[config.mk]
export PLATFORM = sky130hd
export DESIGN_NAME = door_sensor_fsm_flat
export DESIGN_NICKNAME = d
export VERILOG_FILES = /design/src/rtl/door_sensor_fsm_if.sv /design/src/rtl/door_sensor_fsm.sv /design/src/flat_wrapper.sv
export SDC_FILE = /design/constraint.sdc
export NUM_CORES = 1
export LEC_CHECK = 0
export ABC_AREA = 1
export CELL_PAD_IN_SITES_DETAIL_PLACEMENT = 1
export CELL_PAD_IN_SITES_GLOBAL_PLACEMENT = 1
export CORE_MARGIN = 2
export CORE_UTILIZATION = 35
export DETAILED_ROUTE_END_ITERATION = 10
export PLACE_DENSITY_LB_ADDON = 0.15
export SLEW_MARGIN = 20
export SYNTH_ARGS = -nofsm -noshare
export SYNTH_HDL_FRONTEND = slang
export SYNTH_SLANG_ARGS = --single-unit
[constraint.sdc]
create_clock -name clk -period 1.25 [get_ports clk]
set_input_delay 0.25 -clock clk [delete_from_list [all_inputs] [get_ports clk]]
set_output_delay 0.25 -clock clk [all_outputs]
set_load 0.01 [all_outputs]
[src/rtl/door_sensor_fsm_if.sv]
// Door sensor bundle: raw photo-beam inputs in, registered count pulses and
// FSM state out. Pulses are single-cycle strobes with no backpressure.
interface door_sensor_fsm_if;
  logic       SENSOR_OUT;
  logic       SENSOR_IN;
  logic       PUSH_UP;
  logic       PUSH_DOWN;
  logic       FAULT;
  // Debug view of the sequencing FSM:
  // 0 IDLE, 1 O1, 2 OI_E, 3 I2, 4 I1, 5 OI_X, 6 O2, 7 WAIT_CLEAR
  logic [2:0] state_dbg;

  modport master (
    output SENSOR_OUT, SENSOR_IN,
    input  PUSH_UP, PUSH_DOWN, FAULT, state_dbg
  );

  modport slave (
    input  SENSOR_OUT, SENSOR_IN,
    output PUSH_UP, PUSH_DOWN, FAULT, state_dbg
  );
endinterface

[src/rtl/door_sensor_fsm.sv]
// Door front-end: sync + debounce two beams, sequence them into PUSH_UP/PUSH_DOWN.
// Optional sequence timeout with FAULT pulse is enabled by defining DOOR_FAULT_EN.
module door_sensor_fsm #(
  parameter int DEB_CYCLES     = 4,
  parameter int TIMEOUT_CYCLES = 255
) (
  input logic          clk,
  input logic          reset,
  door_sensor_fsm_if.slave bus
);

  localparam int CW = $clog2(DEB_CYCLES + 1);

  if (DEB_CYCLES < 1 || DEB_CYCLES > 255 || TIMEOUT_CYCLES < 1) begin : g_bad_param
    $error("door_sensor_fsm: DEB_CYCLES must be 1..255 and TIMEOUT_CYCLES >= 1");
  end

  typedef enum logic [2:0] {
    IDLE       = 3'd0,
    O1         = 3'd1,
    OI_E       = 3'd2,
    I2         = 3'd3,
    I1         = 3'd4,
    OI_X       = 3'd5,
    O2         = 3'd6,
    WAIT_CLEAR = 3'd7
  } state_t;

  // Index 0 is the outer beam, index 1 the inner beam.
  logic [1:0]    sync_a;
  logic [1:0]    sync_s;
  logic [1:0]    deb;
  logic [CW-1:0] cnt [2];

  state_t state, state_n;
  logic   up_n, down_n;
  logic   up_q, down_q;
  logic   o, i;
  logic   tmo_hit;

  always_ff @(posedge clk) begin
    if (reset) begin
      sync_a <= 2'b00;
      sync_s <= 2'b00;
    end else begin
      sync_a <= {bus.SENSOR_IN, bus.SENSOR_OUT};
      sync_s <= sync_a;
    end
  end

  // Level changes only after DEB_CYCLES consecutive disagreeing samples.
  always_ff @(posedge clk) begin
    if (reset) begin
      deb <= 2'b00;
      for (int k = 0; k < 2; k++) cnt[k] <= '0;
    end else begin
      for (int k = 0; k < 2; k++) begin
        if (sync_s[k] == deb[k]) begin
          cnt[k] <= '0;
        end else if (cnt[k] == CW'(DEB_CYCLES - 1)) begin
          deb[k] <= sync_s[k];
          cnt[k] <= '0;
        end else begin
          cnt[k] <= cnt[k] + 1'b1;
        end
      end
    end
  end

  assign o = deb[0];
  assign i = deb[1];

`ifdef DOOR_FAULT_EN
  localparam int TW = $clog2(TIMEOUT_CYCLES + 1);
  logic          timed;
  logic [TW-1:0] tmo;
  logic          fault_q;

  assign timed   = (state != IDLE) && (state != WAIT_CLEAR);
  assign tmo_hit = timed && (tmo == TW'(TIMEOUT_CYCLES));

  always_ff @(posedge clk) begin
    if (reset || !timed || (state_n != state)) tmo <= '0;
    else                                       tmo <= tmo + 1'b1;
  end

  always_ff @(posedge clk) begin
    if (reset) fault_q <= 1'b0;
    else       fault_q <= tmo_hit;
  end

  assign bus.FAULT = fault_q;
`else
  assign tmo_hit   = 1'b0;
  assign bus.FAULT = 1'b0;
`endif

  always_ff @(posedge clk) begin
    if (reset) begin
      state  <= IDLE;
      up_q   <= 1'b0;
      down_q <= 1'b0;
    end else begin
      state  <= state_n;
      up_q   <= up_n;
      down_q <= down_n;
    end
  end

  // Opposite-single-beam jumps (O only <-> I only) are ignored: they skip
  // the both-blocked phase, so direction cannot be trusted.
  always_comb begin
    state_n = state;
    up_n    = 1'b0;
    down_n  = 1'b0;
    case (state)
      IDLE: begin
        if (o && !i)      state_n = O1;
        else if (!o && i) state_n = I1;
        else if (o && i)  state_n = WAIT_CLEAR;
      end
      O1: begin
        if (o && i)        state_n = OI_E;
        else if (!o && !i) state_n = IDLE;
      end
      OI_E: begin
        if (!o && i)       state_n = I2;
        else if (o && !i)  state_n = O1;
        else if (!o && !i) state_n = IDLE;
      end
      I2: begin
        if (!o && !i) begin
          state_n = IDLE;
          up_n    = 1'b1;
        end else if (o && i) begin
          state_n = OI_E;
        end
      end
      I1: begin
        if (o && i)        state_n = OI_X;
        else if (!o && !i) state_n = IDLE;
      end
      OI_X: begin
        if (o && !i)       state_n = O2;
        else if (!o && i)  state_n = I1;
        else if (!o && !i) state_n = IDLE;
      end
      O2: begin
        if (!o && !i) begin
          state_n = IDLE;
          down_n  = 1'b1;
        end else if (o && i) begin
          state_n = OI_X;
        end
      end
      WAIT_CLEAR: begin
        if (!o && !i) state_n = IDLE;
      end
      default: state_n = IDLE;
    endcase
    // A stalled sequence is abandoned; the passage is not counted.
    if (tmo_hit) begin
      state_n = WAIT_CLEAR;
      up_n    = 1'b0;
      down_n  = 1'b0;
    end
  end

  assign bus.PUSH_UP   = up_q;
  assign bus.PUSH_DOWN = down_q;
  assign bus.state_dbg = state;

endmodule

[src/flat_wrapper.sv]
// flat-port wrapper written by rule: the top's interface ports become plain ports
module door_sensor_fsm_flat 
#(
  parameter int DEB_CYCLES     = 4,
  parameter int TIMEOUT_CYCLES = 255
)
  (clk, reset, bus_SENSOR_OUT, bus_SENSOR_IN, bus_PUSH_UP, bus_PUSH_DOWN, bus_FAULT, bus_state_dbg);
  door_sensor_fsm_if bus_i ();
  input logic clk;
  input logic reset;
  input wire logic [$bits(bus_i.SENSOR_OUT)-1:0] bus_SENSOR_OUT;
  input wire logic [$bits(bus_i.SENSOR_IN)-1:0] bus_SENSOR_IN;
  output wire logic [$bits(bus_i.PUSH_UP)-1:0] bus_PUSH_UP;
  output wire logic [$bits(bus_i.PUSH_DOWN)-1:0] bus_PUSH_DOWN;
  output wire logic [$bits(bus_i.FAULT)-1:0] bus_FAULT;
  output wire logic [$bits(bus_i.state_dbg)-1:0] bus_state_dbg;
  assign bus_i.SENSOR_OUT = bus_SENSOR_OUT;
  assign bus_i.SENSOR_IN = bus_SENSOR_IN;
  assign bus_PUSH_UP = bus_i.PUSH_UP;
  assign bus_PUSH_DOWN = bus_i.PUSH_DOWN;
  assign bus_FAULT = bus_i.FAULT;
  assign bus_state_dbg = bus_i.state_dbg;
  door_sensor_fsm #(.DEB_CYCLES(DEB_CYCLES), .TIMEOUT_CYCLES(TIMEOUT_CYCLES)) u_core (.clk(clk), .reset(reset), .bus(bus_i));
endmodule
---- After elaboration in Yosys (flattened, before gate mapping) ----
Memory sizes are Yosys's and may differ from the RTL's.
Index checks and enable logic that the tools add are counted.
W data, S select, Z words.
storage, ports and cells
  bits in writable memories ............... 6
  register bits after elaboration ......... 11
  word-level logic and storage cells ...... 92
  memories kept ........................... 1
operators by class
  muxes and demuxes ....................... 46
  eq/ne operators ......................... 14
  reductions and logical operators ........ 12
  bitwise operators ....................... 10
  $add $sub $neg .......................... 2
memory list
  memory      depth  bits a word  read ports  clocked after memory_dff  wr ports  RTL line               source
  u_core.cnt  2      3            2           0                         2         door_sensor_fsm.sv:33  logic [CW-1:0] cnt [2];
operators by type and width
  cell                   number
  $mux W3                20
  $mux W1                25
  $pmux W3 S8            1
  $eq A3 B2 Y1 const B   4
  $eq A3 B3 Y1 const B   4
  $add A3 B1 Y3 const B  2
  $ne A3 B1 Y1 const B   2
  $or A1 B1 Y1           6
  $logic_and A1 B1 Y1    4
  $ne A4 B1 Y1 const B   1
  $not A1 Y1             4
  $reduce_and A2 Y1      2
  $reduce_or A2 Y1       2
  $eq A3 B1 Y1 const B   1
  $logic_not A3 Y1       1
  $reduce_and A3 Y1      1
  $eq A1 B1 Y1           2
  $logic_not A1 Y1       2

---- Longest topological paths before layout ----
An unclocked memory read counts as a cell.
  word-level depth ........................ 8
  depth in mapped cells ................... 10

---- Least setup slack after synthesis ----
OpenSTA, ideal clock, no wires.
  path type ............................... reg2reg
  from .................................... register u_core.deb[0]
  to ...................................... register u_core.state[0] (netlist: u_core.bus.state_dbg[0])
  data arrival time ....................... 1,245 ps
  path slack .............................. -61 ps
  data required time ...................... 1,184 ps
  cell stages (with the launch flop) ...... 10
  period minus slack after synthesis ...... 1,311 ps
  cells stage by stage .................... dfxtp_1 inv_1 ha_1 o21ai_0 nand2_1 nand2_1 nand2_1 nand2_1 nand2_1 a21oi_2
between the ends
  word-level cells in the longest chain between the ends .. 6
ends and longest elaborated chain
  what                               RTL line                                        source
  start: declaration                 door_sensor_fsm.sv:32                           logic [1:0] deb;
  start signal: indexed assignment   door_sensor_fsm.sv:61                           deb[k] <= sync_s[k];
  $logic_not A1 Y1                   n/a
  $logic_and A1 B1 Y1                n/a
  $mux W3                            n/a
  $mux W3, on equally long branches  door_sensor_fsm.sv:145, door_sensor_fsm.sv:128
  $mux W3, on equally long branches  door_sensor_fsm.sv:144, door_sensor_fsm.sv:127
  $pmux W3 S8                        door_sensor_fsm.sv:116                          case (state)
  end signal: assignment             door_sensor_fsm.sv:104                          state <= state_n;
  end: declaration                   door_sensor_fsm.sv:35                           state_t state, state_n;
Several ways; a longest one is shown, not always the timed one.
A chain may end at the register's enable or synchronous reset.

---- Final worst setup path ----
  from .................................... register u_core.deb[0]
  to ...................................... register u_core.state[2] (netlist: u_core.bus.state_dbg[2])
Same word-level chain as after synthesis.

==> impl_results.md <==
- Outcome: finished, violations left
- Violations in the final reports: negative setup slack
- # placed instances: ~180
- Net switching fraction of the power: 0.4069
- Initial antenna violation count: 0
- Leading cell type by number of instances after synthesis: nand2_1
- Ys flop type: dfxtp_1
- Number of flops mapped to enable cells by yosys: 6
- Die extent in y: roughly 57 um
- Maximum net fanout on the critical path: 6
- Fraction of the yosys area taken by sequential cells: 0.4140
- Vias per cell: about 4.8
- Peak VDD IR: about 1.3 mV
- Area leader, netlist: dfxtp_1
- Total of max-cap violations: 0
- Clock Tree Buf Depth: 2
- Syn-to-layout area delta: 53.04%
- Unique cell type count in the Yosys netlist: 22
- Critical Path RT: approximately 1.5 ns
- Setup slack of the critical path after layout: -0.09055 ns
- TritonCTS buffer count: 3
- Highest clock rate: roughly 750 MHz
- Mux share of post-synthesis cell area: 0
- Class of the tightest hold or removal check: reg -> reg
- Unrepaired setup endpoints after global routing: yes
- Internal power consumption: 1.258 mW
- Core Rows: 19
- First-pass DRT Iterations: 4
- Layout Cell Area excl Fill: between 1000 and 1500 sq um
- Power dissipated by switching net loads: between 0.8 and 0.9 mW
- Number of remaining DRC errors: 0
- Total setup violations reported at the end of the flow: 9
- Pin count of the biggest net entering global routing: 10
- Share of cells above drive strength 1: 0.3963
- CTS root buffer: clkbuf_4
- Synthesized-area fraction occupied by adder cells: 0.1035
- Critical setup path kind: reg -> reg
- Endpoint kind of the worst setup timing path: register
- Standby leakage power: between 0.6 and 0.7 nW
- Async SR Flop Fraction: 0
- Clock latency on the worst-skew pair: about 0.29 ns
- # nets final: around 180
- Final Hold Fails: 0
- Combined area of all synthesized cells: about 970 sq um
- Combinational Power Share: 0.538
- Most used standard cells in the synthesized netlist: nand2_1 (25), inv_1 (19), nor2_1 (18), dfxtp_1 (11), ha_1 (8)
- Clock skew: about 0.0041 ns
- Share of power burned in the clock network: 0.139
- Vias in the first global route: between 1,000 and 1,500
- Half-perimeter wire length after placement: between 1.5 and 2 mm
- H-Tree Depth: 1
- Final antenna diode count: 0
- Final instance count without filler cells: between 150 and 200
- Min cycle time layout: 1.341 ns
- Grt ovf: 0
- Count of input and output buffers: 8
- Boundary Pins: 10
- Horizontal extent of the die: around 57 um
- Xor and xnor fraction of the mapped netlist area: 0.009056
- Count of final max-slew check failures: 0
- Placement-stage cell area: 1224 sq um
- Simple-gate portion of the synthesized area: 0.2626
- Yosys warns: 0
- Power density relative to cell area: about 1400 nW/um^2
- Data arrival time of the critical path: 1.54 ns
- Average wire per cell in the routed design: 14.99 um
- Area of the core: 2686 sq um
- Die area: 3200 sq um
- RD Place Congestion: a little under 0.8
- Sequential power share: 0.323
- Largest family of logic cells by synthesized area: simple AND/OR/NAND/NOR gates
- Synthesized flop and latch total: 17
- Utilization after layout: 0.5510
- Mean Syn Cell Area: approximately 7.8 sq um
- First-pass GRT wire length: 4.657 mm
- DRT Wirelength: just under 3 mm
- CP Launch Type: register
- CTS tree: done
- Gate Count Post-Synth: around 120
- Ranking of synthesized cells by area: dfxtp_1 (23%), edfxtp_1 (19%), ha_1 (10%), nand2_1 (9.7%), inv_1 (7.4%)
- Number of sinks handled by clock tree synthesis: 17
- Post-route ant nets: 0
- DRC marker count from the first detailed-route iteration: 19
- Final Cycle Share: 1.072
- Proportion of netlist area held by the largest area contributor: 0.2277
- Clock transition time at the flip-flop clock pins of the worst setup and hold paths: around 0.10 ns
- Flop2flop setup slack: -0.09 ns
- Initial Utilization: 0.3600
- Number of vias in the routed layout: ~940
- Post-Place Worst Slack: -0.1394 ns
- All-layer global routing usage: 0.1912
- Complex-gate fraction of the synthesized area: 0.09444
registers in the layout, summed over array words and instances (netlist names):
register	flops
u_core.bus.PUSH_DOWN	1
u_core.sync_s	2
u_core.bus.PUSH_UP	1
u_core.sync_a	2
u_core.deb	2
u_core.bus.state_dbg	3
u_core.cnt	6
metal layers:
metal	vias up	GRT usage	wire length, um
li1	460	-	-
met1	464	0.2098	1190
met2	13	0.3588	1634
met3	4	0.03687	56
met4	0	0.06803	41
met5	-	0	0
power groups by stage:
stage | Sequential [mW] | Clock (mW) | Combinational, mW
2_1_floorplan | 0.726 | 0 | 0.564
3_3_place_gp | 0.689 | 0 | 0.888
3_5_place_dp | 0.690 | 0 | 0.921
4_1_cts | 0.680 | 0.306 | 1.02
5_1_grt | 0.694 | 0.325 | 1.25
6_report | 0.685 | 0.295 | 1.14
cell usage in the layout (no fill, tap or decap), types with 4 or more instances in the layout:
cell	n
inv_4	4
o21ai_1	4
buf_4	20
buf_6	4
nand3_1	5
ha_4	6
o211ai_1	5
nand2_1	21
dfxtp_1	7
inv_1	14
edfxtp_1	6
dlygate4sd2_1	5
nor2_1	16
conb_1	7
nand2_2	4
kinds of logic (layout without fill, tap and decap cells):
family	after synthesis	after routing
buf+inv	24	59
other cells	2	7
xor+xnor	1	1
compound gates	15	15
simple gates	57	57
flops	17	17
fa+ha+maj	8	8
worst max-delay path, cell delays in order, from the launching register on:
cell,delay (ns)
dfxtp_4,0.38
buf_12,0.13
ha_4,0.17
o211ai_1,0.23
o211ai_1,0.17
nor2_2,0.13
nor2_2,0.04
stage by stage:
stage	hold slack, ns	setup TNS, ns	power [mW]
floorplan	0.3212	0	1.290
CTS	0.4206	-0.3078	2.004
global placement	0.3918	-0.4416	1.576
finish	0.4162	-0.3776	2.122
global route	0.4321	-1.111	2.272
detailed placement	0.4061	-0.9653	1.611
cell type report:
type	count	area, sq um
clock buffers	4	26.28
fillers	321	1206
flip-flops and latches	17	410.4
well taps	31	38.79
multi-input cells	88	606.8
repair buffers	34	309.0
inverters	21	88.84
worst paths after layout:
check,depth (start not counted),endpoint,start
setup / recovery,6,u_core.bus.state_dbg[2],u_core.deb[0]
hold / removal,2,u_core.sync_s[1],u_core.sync_a[1]
hold reg to reg,2,u_core.sync_s[1],u_core.sync_a[1]
setup reg to reg,6,u_core.bus.state_dbg[2],u_core.deb[0]
what timing repair did:
action / CTS / global route
setup buffers: 4 / 3
endpoints found under the setup margin: 16 / 12
pin swaps: 14 / 9
resized for setup: 39 / 15
hold buffers: 0 / 0
No activity file was read; power rests on OpenSTA's default activity.
